$ cat config.mk
export PLATFORM = sky130hd
export DESIGN_NAME = bin2bcd_seq
export DESIGN_NICKNAME = d
export VERILOG_FILES = /design/src/rtl/bin2bcd_seq.sv
export SDC_FILE = /design/constraint.sdc
export NUM_CORES = 1
export LEC_CHECK = 0
export CORE_UTILIZATION = 25
export CTS_CLUSTER_SIZE = 14
export DETAILED_ROUTE_END_ITERATION = 6
export HOLD_SLACK_MARGIN = 0.06
export PLACE_DENSITY = 0.45
export SKIP_LAST_GASP = 1
export SLEW_MARGIN = 20
export SYNTH_ARGS = -nofsm -noshare
export SYNTH_HDL_FRONTEND = slang
export SYNTH_SLANG_ARGS = --single-unit
$ cat constraint.sdc
create_clock -name CLK -period 2 [get_ports CLK]
set_input_delay 0.4 -clock CLK [delete_from_list [all_inputs] [get_ports CLK]]
set_output_delay 0.4 -clock CLK [all_outputs]
set_load 0.01 [all_outputs]
$ cat src/rtl/bin2bcd_seq.sv
// rtl/bin2bcd_seq.sv - sequential double-dabble binary-to-BCD converter with overflow flag
// Optional leading-zero blanking: define BIN2BCD_BLANK_EN.
module bin2bcd_seq #(
  parameter int WIDTH  = 8,
  parameter int DIGITS = 2
) (
  input  logic                  CLK,
  input  logic                  RST_N,
  input  logic                  IN_VALID,
  output logic                  IN_READY,
  input  logic [WIDTH-1:0]      BIN,
  output logic                  OUT_VALID,
  input  logic                  OUT_READY,
  output logic [4*DIGITS-1:0]   BCD,
  output logic                  OVF
);

  localparam int NI = WIDTH / 3 + 1;
  // Accumulator is never narrower than the presented digit field.
  localparam int NA = (NI > DIGITS) ? NI : DIGITS;
  localparam int AW = 4 * NA;
  localparam int CW = $clog2(WIDTH + 1);

  typedef enum logic [1:0] {S_IDLE, S_SHIFT, S_DONE} state_t;

  state_t              state_q, state_d;
  logic [WIDTH-1:0]    sreg_q, sreg_d;
  logic [AW-1:0]       acc_q, acc_d;
  logic [CW-1:0]       cnt_q, cnt_d;
  logic                in_ready_q, in_ready_d;
  logic                out_valid_q, out_valid_d;
  logic [4*DIGITS-1:0] bcd_q, bcd_d;
  logic                ovf_q, ovf_d;

  logic [AW-1:0]       acc_adj;
  logic [AW-1:0]       acc_sh;
  logic [WIDTH-1:0]    sreg_sh;
  logic [4*DIGITS-1:0] res_bcd;
  logic                res_ovf;
  logic [3:0]          nib;

  always_comb begin
    acc_adj = '0;
    nib     = '0;
    for (int i = 0; i < NA; i++) begin
      nib = acc_q[4*i +: 4];
      acc_adj[4*i +: 4] = (nib >= 4'd5) ? 4'(nib + 4'd3) : nib;
    end
    acc_sh  = {acc_adj[AW-2:0], sreg_q[WIDTH-1]};
    sreg_sh = {sreg_q[WIDTH-2:0], 1'b0};

    res_ovf = 1'b0;
    for (int i = DIGITS; i < NA; i++) begin
      res_ovf = res_ovf | (|acc_sh[4*i +: 4]);
    end
    res_bcd = acc_sh[4*DIGITS-1:0];
`ifdef BIN2BCD_BLANK_EN
    begin
      logic lead;
      lead = ~res_ovf;
      for (int i = DIGITS - 1; i >= 1; i--) begin
        if (lead && (res_bcd[4*i +: 4] == 4'h0)) begin
          res_bcd[4*i +: 4] = 4'hF;
        end else begin
          lead = 1'b0;
        end
      end
    end
`endif
  end

  always_comb begin
    state_d     = state_q;
    sreg_d      = sreg_q;
    acc_d       = acc_q;
    cnt_d       = cnt_q;
    in_ready_d  = in_ready_q;
    out_valid_d = out_valid_q;
    bcd_d       = bcd_q;
    ovf_d       = ovf_q;
    case (state_q)
      S_IDLE: begin
        if (IN_VALID) begin
          sreg_d     = BIN;
          acc_d      = '0;
          cnt_d      = '0;
          in_ready_d = 1'b0;
          state_d    = S_SHIFT;
        end
      end
      S_SHIFT: begin
        acc_d  = acc_sh;
        sreg_d = sreg_sh;
        cnt_d  = CW'(cnt_q + 1'b1);
        // Last bit shifted in this cycle: publish the result directly.
        if (cnt_q == CW'(WIDTH - 1)) begin
          out_valid_d = 1'b1;
          bcd_d       = res_bcd;
          ovf_d       = res_ovf;
          state_d     = S_DONE;
        end
      end
      S_DONE: begin
        if (OUT_READY) begin
          out_valid_d = 1'b0;
          in_ready_d  = 1'b1;
          state_d     = S_IDLE;
        end
      end
      default: begin
        state_d     = S_IDLE;
        in_ready_d  = 1'b1;
        out_valid_d = 1'b0;
      end
    endcase
  end

  always_ff @(posedge CLK) begin
    if (!RST_N) begin
      state_q     <= S_IDLE;
      sreg_q      <= '0;
      acc_q       <= '0;
      cnt_q       <= '0;
      in_ready_q  <= 1'b1;
      out_valid_q <= 1'b0;
      bcd_q       <= '0;
      ovf_q       <= 1'b0;
    end else begin
      state_q     <= state_d;
      sreg_q      <= sreg_d;
      acc_q       <= acc_d;
      cnt_q       <= cnt_d;
      in_ready_q  <= in_ready_d;
      out_valid_q <= out_valid_d;
      bcd_q       <= bcd_d;
      ovf_q       <= ovf_d;
    end
  end

  assign IN_READY  = in_ready_q;
  assign OUT_VALID = out_valid_q;
  assign BCD       = bcd_q;
  assign OVF       = ovf_q;

endmodule

-- Word-level counts from Yosys, hierarchy flattened
Index checks and enable logic that the tools add are counted.
Widths: inputs -> output; s select.
- register bits: 37
- bits in latches: 0
- memory bits (writable): 0
- memory bits (read-only): 0
- bits of input ports: 12
- logic and storage cells: 50
- memories kept: 0
- add/subtract/negate cells: 4
- multipliers: 0
- div/mod/pow operators: 0
- order comparisons: 3
- eq/ne operators: 6
- shift-type cells: 0
- mux-type cells: 19
- bitwise logic cells: 2
- reduce and logical (&&, ||, !) cells: 8
- operators with widths (operator ; count):
    $pmux 12 s2 ; 1
    $pmux 8 s2 ; 1
    $ge 4x3->1 const B ; 3
    $mux 12 ; 1
    $mux 4 ; 3
    $reduce_and 3->1 ; 3
    $add 4x2->4 const B ; 2
    $mux 8 ; 1
    $pmux 4 s2 ; 1
    $mux 2 ; 3
    $ne 2x2->1 const B ; 3
    $pmux 1 s3 ; 2
    $pmux 2 s3 ; 1
    $add 4x1->4 const B ; 1
    $eq 4x3->1 const B ; 1
    $mux 1 ; 4
    $reduce_and 2->1 ; 2
    $reduce_or 4->1 ; 1
    $add 3x2->3 const B ; 1
    $mux 3 ; 1
    $eq 2x1->1 const B ; 1
    $eq 2x2->1 const B ; 1
    $logic_not 2->1 ; 1
    $not 1->1 ; 2
    $reduce_bool 2->1 ; 1

-- Logic depth before layout (Yosys ltp)
Gate-level depths: netlist of the first run.
- word-level depth: 3
- mapped depth: 6
- mapped depth without buffers: 6

-- Worst setup path after synthesis of the first run
Ideal clock, no wire load.
- kind: register to register
- from: reg acc_q[9]
- to: reg acc_q[10]
- arrival time: 1.391 ns
- data required time: 1.926 ns
- slack: 0.535 ns
- stages on the path, launching flop included: 7
- path buffers: 0
- period minus slack after synthesis: 1.465 ns
- path through: dfxtp_1 inv_1 ha_1 nand2b_1 a21oi_1 mux2_2 o21ai_0
- cells in the longest elaborated chain, start to end: 3
- elaborated cells between the ends (all ways): 4
- RTL lines (what ; line ; source):
    start: declaration ; 28 ; logic [AW-1:0] acc_q, acc_d;
    start signal: assignment ; 122 ; acc_q <= '0;
    start signal: assignment ; 131 ; acc_q <= acc_d;
    $ge 4x3->1 or $add 3x2->3 (tied branches) ; 47 ; acc_adj[4*i +: 4] = (nib >= 4'd5) ? 4'(nib + 4'd3) : nib;
    $mux 3 * ; 47 ;
    $pmux 12 s2 * ; 81 ; case (state_q)
Every way passes the cells marked *; elsewhere a longest branch is shown, timed or not.
A chain may end at the register's enable or synchronous reset.

-- Final worst setup path of the first run
- from: reg cnt_q[0]
- to: reg bcd_q[2], in the netlist BCD[2]
- cells in the longest elaborated chain, start to end: 2
- RTL lines (what ; line ; source):
    start: declaration ; 29 ; logic [CW-1:0] cnt_q, cnt_d;
    start signal: assignment ; 132 ; cnt_q <= cnt_d;
    $eq 4x3->1 ; 96 ; if (cnt_q == CW'(WIDTH - 1)) begin
    $reduce_and 2->1 (no source line) ; n/a ;
    end signal: assignment ; 126 ; bcd_q <= '0;
    end signal: assignment ; 135 ; bcd_q <= bcd_d;
    end: declaration ; 32 ; logic [4*DIGITS-1:0] bcd_q, bcd_d;
No other way between the ends.

==> results.yml, run 1 <==
floorplanning:
  die_y_um: 84.9
  chipWidth_um: 84.9
  row_count: 29
  start_util: 0.264
  dieArea_sq_um: 7210
  ios: 23
  core_area_sq_um: 6490
finish:
  syn_to_final_growth_pct: 25.2
  register_area_sq_um: 741
  drive_gt1_frac: 0.0940
  layout.nets: 252
  nFillCells: 701
  instances_no_fill: 311
  multiInputGateArea_sq_um: 891
  stdcell_area_sq_um: 2150
  antennaDiodeCount: 0
worst_setup_path:
  cp-end-kind: "register"
  critical_path.max_fanout: 14
  rr_endpoint: "BCD[2]$_SDFFE_PN0P_"
  worst-setup-path-type: "reg -> reg"
  cp_data_required_time_ps: 2220
  reg2regPathDepth: 5
  rrSetupSlack_ps: 340
  cp.arrival_ps: 1880
  cp-start-kind: "register"
  startpoint: "cnt_q[0]$_SDFFE_PN0P_"
  reg2reg_from: "cnt_q[0]$_SDFFE_PN0P_"
logic_synthesis:
  synth_seq_cells: 37
  synth_edf_count: 0
  synthCells: 208
  ys_warn_count: 0
  synth.avg_cell_area_sq_um: 8.26
  seq_area_frac_synth: 0.431
  ys.flop_type: "dfxtp_1"
  synthDistinctLibCells: 29
  postSynth.asyncResetShare: 0
  syn_area_sq_um: 1720
  syn_nets: 227
placed_design:
  placed_cell_area_sq_um: 2030
  numPortBuffers: 22
  gp_congestion: 0.738
  dpl.cell_count: 303
  dp_hpwl_mm: 2.72
  post-place-ws_ps: 300
power_and_ir_drop:
  power_density_nw_per_um2: 737
  ir_worst_vdd_v: 0.000327
  p_leak_nw: 0.779
  p_total_mw: 1.59
cts:
  cts_tree: "done"
  cts_setup_buffers: 0
  numCtsBuffers: 5
  clock_path_buffers: 2
  clkTransAtPathRegs_ps: 80
  cts_sinks: 37
  cts_resized: 0
  clk_latency_ps: 300
  cts_hold_buf: 0
  cts_max_level: 2
  cts-root-buf: "clkbuf_8"
global_route:
  grt_max_degree: 21
  track_usage: 0.123
  grt_pass1_vias: 1460
  grt_overflow: 0
  grt_pass1_wl_mm: 6.89
  antenna_found_initial: 0
routing:
  wirelength_mm: 3.99
  drtPass1Iterations: 6
  wl_per_cell_um: 12.8
  drt_iter0_markers: 77
  vias: 1499
  route.detailed.drc: 1
  via_per_inst: 4.82
  postRouteAntennaNets: 0
run_status:
  status: "complete, but fails checks"
  violations: "design-rule violations"
timing:
  setup_tns_ps: 0
  hold_viol: 0
  maxSlewViolCount: 0
  period_share: 0.828
  finalWorstSetupSlack_ps: 344
  fin_crit_ps: 1660
  final.setup_skew_ps: 5.85
  worst_pin_slew_ps: 487
  max_clock_freq_mhz: 604
  maxSlewHeadroom: 0.675
  setup_viol: 0
  rsz0062_at_grt: "false"
worst_hold_path:
  min_from: "BCD[1]$_SDFFE_PN0P_"
  min_path_type: "reg -> reg"
  min_path_cells: 2
  min_to: "BCD[1]$_SDFFE_PN0P_"
job:
  maxCapViolations: 0
per-stage QoR:
stage	utilization	hold slack, ps
finish	0.331	472
global route	0.331	490
CTS	0.331	478
detailed placement	0.313	462
global placement	0.313	459
floorplan	-	451
final cells by class:
type,instances,area share
clock buffers,6,0.0384
clock inverters,2,0.0175
inverters,10,0.0175
multi-input cells,151,0.414
flip-flops and latches,37,0.344
well taps,77,0.0448
repair buffers,28,0.123
power by group:
part,switching [mW],internal [mW]
Clock,0.284,0.406
Combinational,0.0732,0.0551
Sequential,0.0115,0.756
Total,0.369,1.22
cell usage after synthesis (2+ instances only):
cell type  instances  area, sq um
a211oi_1           2         15.0
a21oi_1           24          120
a22oi_1            4         30.0
and2_1             2         12.5
buf_2              6         30.0
clkbuf_1           3         11.3
dfxtp_1           37          741
ha_1               7         87.6
inv_1              9         33.8
mux2_2             4         45.0
mux2i_1            2         20.0
nand2_1           17         63.8
nand2b_1           6         37.5
nand3_1            6         30.0
nor2_1            22         82.6
nor2_4             2         22.5
nor3_1             5         25.0
nor3b_1            5         37.5
o21ai_0           25          125
o21ai_1            3         15.0
o22ai_1            5         31.3
o32ai_1            3         26.3
xnor2_1            3         26.3
layer usage:
metal	share of wire	wire [um]	vias to the layer above	global-route usage
met5	0	0	-	0
met4	0.018	72	0	0.0555
met3	0.031	123	8	0.0282
met2	0.44	1760	24	0.205
met1	0.51	2030	686	0.153
li1	-	-	781	-
worst max-delay path by stage:
stage	to	slack, ps
final	BCD[2]$_SDFFE_PN0P_	340
after floorplan	acc_q[10]$_SDFFE_PN0P_	530
after detailed placement	acc_q[7]$_SDFFE_PN0P_	300
after global routing	BCD[2]$_SDFFE_PN0P_	200
after global placement	sreg_q[5]$_SDFFE_PN0P_	310
after CTS	BCD[2]$_SDFFE_PN0P_	300
cells by family after synthesis:
kind of cell	after synthesis	share of synthesized area
compound gates	68	0.221
mux	6	0.0379
simple gates	67	0.194
flops	37	0.431
fa+ha+maj	7	0.0510
buf+inv	20	0.0503
xor+xnor	3	0.0153
sequential cells by signal, indices dropped and copies added (netlist names):
| signal | cells |
|---|---|
| OVF | 1 |
| cnt_q | 4 |
| OUT_VALID | 1 |
| sreg_q | 8 |
| acc_q | 12 |
| BCD | 8 |
| IN_READY | 1 |
| state_q | 2 |
cell usage in the layout (no fill, tap or decap), drive strengths merged:
cell type | synthesis | final
o21ai | 28 | 28
o22ai | 5 | 5
bufinv | 0 | 1
nor3 | 5 | 5
o211a | 1 | 1
and3 | 1 | 1
a21oi | 24 | 24
nand4b | 1 | 1
nor2 | 24 | 24
and2 | 2 | 2
o32ai | 3 | 3
nand2 | 17 | 17
nand2b | 6 | 6
a31oi | 1 | 1
mux2i | 2 | 2
a211oi | 2 | 2
mux2 | 4 | 4
buf | 7 | 6
xnor2 | 3 | 3
inv | 10 | 10
dfxtp | 37 | 37
clkinvlp | 0 | 1
clkdlybuf4s50 | 0 | 22
ha | 7 | 7
a22oi | 4 | 4
clkbuf | 3 | 6
nand3 | 6 | 6
nor3b | 5 | 5
critical path, cell delays in order, from the launching register on:
cell and delay (ps):
dfxtp_1 380, ha_1 240, nand4b_2 190, nor2_4 350, nand2_1 230, o22ai_1 190
No activity file was read; power rests on OpenSTA's default activity.
==> inputs of run 2 (changes only) <==
==> constraint.sdc (replaced) <==
create_clock -name CLK -period 1.7 [get_ports CLK]
set_input_delay 0.34 -clock CLK [delete_from_list [all_inputs] [get_ports CLK]]
set_output_delay 0.34 -clock CLK [all_outputs]
set_load 0.01 [all_outputs]
==> results.yml, run 2 (synthesized netlist as in run 1, its figures left out) <==
global_route:
  grt_pass1_wl_mm: 7.27
  track_usage: 0.130
  grt_pass1_vias: 1506
  met3_usage: 0.0292
  grt_overflow: 0
  grt_busiest_layer: "met2"
  gr-usage-met1: 0.170
  antenna_found_initial: 0
  met2_usage: 0.214
  grt_max_degree: 21
job:
  maxCapViolations: 0
finish:
  layout.nets: 259
  layout_commonest_cell: "dfxtp_1"
  register_area_sq_um: 741
  drive_gt1_frac: 0.137
  syn_to_final_growth_pct: 28.7
  antennaDiodeCount: 0
  final_cell_mix: "37 x dfxtp_1, 25 x o21ai_0, 22 x nor2_1, 22 x clkdlybuf4s50_1, 21 x a21oi_1"
  final_util: 0.340
  largest_reg_flops: 12
  regMostFlops: "acc_q"
  multiInputGateArea_sq_um: 905
  nFillCells: 706
timing:
  rsz0062_at_grt: "true"
  worst_pin_slew_ps: 478
  period_share: 0.920
  setup_viol: 0
  final.setup_skew_ps: 4.27
  setup_tns_ps: 0
  hold_viol: 0
  finalWorstSetupSlack_ps: 136
  maxSlewViolCount: 0
  max_clock_freq_mhz: 639
  holdWs_ps: 478
  maxSlewHeadroom: 0.681
  fin_crit_ps: 1560
power_and_ir_drop:
  sequentialPowerShare: 0.519
  p_comb_frac: 0.092
  p_leak_nw: 0.814
  power_density_nw_per_um2: 789
  p_int_mw: 1.33
  p_clk_frac: 0.389
  ir_worst_vdd_v: 0.000335
  switchingPower_mw: 0.415
  p_total_mw: 1.74
  sw_frac_of_total: 0.238
floorplanning:
  row_count: 29
  die_y_um: 84.9
  ios: 23
  start_util: 0.264
  core_area_sq_um: 6490
  dieArea_sq_um: 7210
  chipWidth_um: 84.9
routing:
  vias: 1523
  via_per_inst: 4.79
  wl_per_cell_um: 13.4
  route.detailed.drc: 0
  wirelength_mm: 4.27
  postRouteAntennaNets: 0
  drt_iter0_markers: 83
  drtPass1Iterations: 6
worst_setup_path:
  crit_slowest_cell: "mux2_2"
  cp.arrival_ps: 1770
  cp-end-kind: "register"
  worst-setup-path-type: "reg -> reg"
  cp_data_required_time_ps: 1910
  cp_slowest_stage_delay_ps: 370
  path_delay_family: "compound AO/OA/AOI/OAI gates"
  worst-path-buf-inv: 1
  critical_path.max_fanout: 5
  path_cells: "inv_1, ha_2, nand2b_1, a21oi_2, mux2_2, o21ai_0"
  cp-start-kind: "register"
cts:
  cts_resized: 0
  cts_max_level: 2
  numCtsBuffers: 5
  cts-root-buf: "clkbuf_8"
  cts_sinks: 37
  cts_hold_buf: 0
  clkTransAtPathRegs_ps: 70
  clock_path_buffers: 2
  cts_tree: "done"
  clk_latency_ps: 280
  cts_setup_buffers: 0
placed_design:
  numPortBuffers: 22
  dp_hpwl_mm: 3.09
  gp_congestion: 0.735
  post-place-ws_ps: 41.6
worst_hold_path:
  min_path_type: "reg -> reg"
run_status:
  status: "complete, no violations"
run 2: routing by layer:
layer / vias up / part of all wire
met2: 30 / 0.45
met4: 0 / 0.012
met3: 7 / 0.035
met5: - / 0
li1: 792 / -
met1: 694 / 0.50
run 2: cell type report:
type	instances	area share
Tap cell	77	0.0436
Inverter	10	0.0170
Sequential cell	37	0.335
Clock buffer	7	0.0436
Multi-Input combinational cell	151	0.409
Timing Repair Buffer	35	0.149
Clock inverter	1	0.00226
run 2: final timing paths:
path                               from                     to  slack, ps  cells after the start
setup / recovery  acc_q[0]$_SDFFE_PN0P_  acc_q[2]$_SDFFE_PN0P_        140                      6
hold / removal      BCD[1]$_SDFFE_PN0P_    BCD[1]$_SDFFE_PN0P_        480                      2
setup reg to reg  acc_q[0]$_SDFFE_PN0P_  acc_q[2]$_SDFFE_PN0P_        140                      6
hold reg to reg     BCD[1]$_SDFFE_PN0P_    BCD[1]$_SDFFE_PN0P_        480                      2
run 2: power by group through the flow:
stage,registers [mW],clock network (mW),logic (mW)
6_report,0.905,0.679,0.161
5_1_grt,0.909,0.734,0.182
4_1_cts,0.905,0.701,0.163
3_5_place_dp,0.925,0,0.162
3_3_place_gp,0.926,0,0.161
2_1_floorplan,0.923,0,0.0855
run 2: metrics by stage:
step,instance area (sq um),cells
after floorplan,1720,208
after global placement,2100,310
after detailed placement,2100,310
after CTS,2200,318
after global routing,2210,318
final,2210,318
run 2: worst reg2reg max path, cell delays in order, from the launching register on:
cell	delay, ps
dfxtp_1	340
inv_1	100
ha_2	220
nand2b_1	90
a21oi_2	200
mux2_2	370
o21ai_0	170
==> inputs of run 3 (changes only) <==
--- a/config.mk
+++ b/config.mk
@@ -5,10 +5,12 @@
 export SDC_FILE = /design/constraint.sdc
 export NUM_CORES = 1
 export LEC_CHECK = 0
+export CORE_MARGIN = 1.5
 export CORE_UTILIZATION = 25
 export CTS_CLUSTER_SIZE = 14
 export DETAILED_ROUTE_END_ITERATION = 6
 export HOLD_SLACK_MARGIN = 0.06
+export MAX_ROUTING_LAYER = met4
 export PLACE_DENSITY = 0.45
 export SKIP_LAST_GASP = 1
 export SLEW_MARGIN = 20
==> results.yml, run 3 (synthesized netlist as in run 1, its figures left out) <==
cts:
  numCtsBuffers: 5
  cts_resized: 0
  cts_tree: "done"
  clk_latency_ps: 280
  cts_setup_buffers: 0
  cts-root-buf: "clkbuf_8"
  clock_path_buffers: 2
  cts_max_level: 2
  cts_hold_buf: 0
  cts_sinks: 37
  clkTransAtPathRegs_ps: 70
finish:
  layout.nets: 262
  final_cell_mix: "37 x dfxtp_1, 25 x o21ai_0, 22 x nor2_1, 22 x clkdlybuf4s50_1, 21 x a21oi_1"
  nFillCells: 729
  syn_to_final_growth_pct: 29.1
  antennaDiodeCount: 0
  multiInputGateArea_sq_um: 905
  layout_commonest_cell: "dfxtp_1"
  drive_gt1_frac: 0.143
  regMostFlops: "acc_q"
  register_area_sq_um: 741
  largest_reg_flops: 12
worst_setup_path:
  cp.depth: 6
  cp_data_required_time_ps: 1920
  reg2regPathDepth: 6
  cp_slowest_stage_delay_ps: 370
  cp-start-kind: "register"
  worst-setup-path-type: "reg -> reg"
  path_cells: "inv_1, ha_1, nand2b_1, a21oi_2, mux2_2, o22ai_1"
  cp.arrival_ps: 1790
  critical_path.max_fanout: 5
  cp-end-kind: "register"
  path_delay_family: "multiplexers"
  worst-path-buf-inv: 1
  crit_slowest_cell: "mux2_2"
timing:
  rsz0062_at_grt: "false"
  max_clock_freq_mhz: 634
  period_share: 0.928
  maxSlewHeadroom: 0.737
  worst_pin_slew_ps: 394
  setup_viol: 0
  setup_tns_ps: 0
  maxSlewViolCount: 0
  hold_viol: 0
  fin_crit_ps: 1580
  final.setup_skew_ps: 5.04
  holdWs_ps: 466
floorplanning:
  row_count: 30
  ios: 23
  die_y_um: 85.9
  start_util: 0.256
  dieArea_sq_um: 7380
  core_area_sq_um: 6720
  chipWidth_um: 85.9
run_status:
  status: "complete, no violations"
global_route:
  track_usage: 0.127
  grt_overflow: 0
  antenna_found_initial: 0
  grt_pass1_vias: 1526
  grt_max_degree: 15
  grt_pass1_wl_mm: 7.20
power_and_ir_drop:
  power_density_nw_per_um2: 745
  p_total_mw: 1.65
  p_leak_nw: 0.822
  ir_worst_vdd_v: 0.000305
routing:
  postRouteAntennaNets: 0
  vias: 1543
  route.detailed.drc: 0
  drtPass1Iterations: 4
  wirelength_mm: 4.17
  topRoutingLayerUsed: "met4"
  wl_met1_mm: 2.05
  drt_iter0_markers: 67
  wl_met2_mm: 1.90
  via_per_inst: 4.76
  wl_met3_um: 173
  wl_per_cell_um: 12.9
job:
  maxCapViolations: 0
placed_design:
  gp_congestion: 0.747
  numPortBuffers: 22
  dp_hpwl_mm: 3.03
worst_hold_path:
  min_path_cells: 2
  min_path_type: "reg -> reg"
## run 3: changes by cell type in the layout (fill, tap and decap cells not counted), sizes merged
cell / before / now
buf: 13 / 16
clkbuf: 7 / 6
clkinv: 1 / 2
## run 3: through the flow
| step | utilization | cell area, sq um | setup slack (ps) | std cells |
|---|---|---|---|---|
| floorplan | - | 1720 | 235 | 208 |
| global placement | 0.316 | 2120 | 104 | 316 |
| detailed placement | 0.316 | 2120 | 69.6 | 316 |
| CTS | 0.328 | 2200 | 50.3 | 324 |
| global route | 0.330 | 2220 | 12.5 | 324 |
| finish | 0.330 | 2220 | 123 | 324 |
## run 3: routing by layer
metal,vias to the layer above,global-route usage
met5,-,-
met4,0,0.0396
met3,4,0.0269
met2,32,0.200
met1,705,0.165
li1,802,-
## run 3: path summary, 6_finish.rpt
path | startpoint | endpoint | slack (ps)
setup / recovery | acc_q[0]$_SDFFE_PN0P_ | BCD[2]$_SDFFE_PN0P_ | 120
hold / removal | BCD[1]$_SDFFE_PN0P_ | BCD[1]$_SDFFE_PN0P_ | 470
hold reg to reg | BCD[1]$_SDFFE_PN0P_ | BCD[1]$_SDFFE_PN0P_ | 470
setup reg to reg | acc_q[0]$_SDFFE_PN0P_ | BCD[2]$_SDFFE_PN0P_ | 120
## run 3: where the power goes
group / switching [mW] / leakage (nW) / internal (mW)
combinational: 0.0844 / 0.476 / 0.0764
sequential: 0.0168 / 0.301 / 0.890
clock: 0.302 / 0.0450 / 0.284
total: 0.403 / 0.822 / 1.25
## run 3: final cells by class
class / instances / share of cell area
Clock buffer: 6 / 0.0327
Clock inverter: 2 / 0.00451
Inverter: 10 / 0.0169
Multi-Input combinational cell: 151 / 0.408
Sequential cell: 37 / 0.334
Tap cell: 80 / 0.0451
Timing Repair Buffer: 38 / 0.159
## run 3: worst min-delay path: stages, from the launching register on
cell	delay (ps)
dfxtp_1	310
nand2_1	50
o22ai_1	60
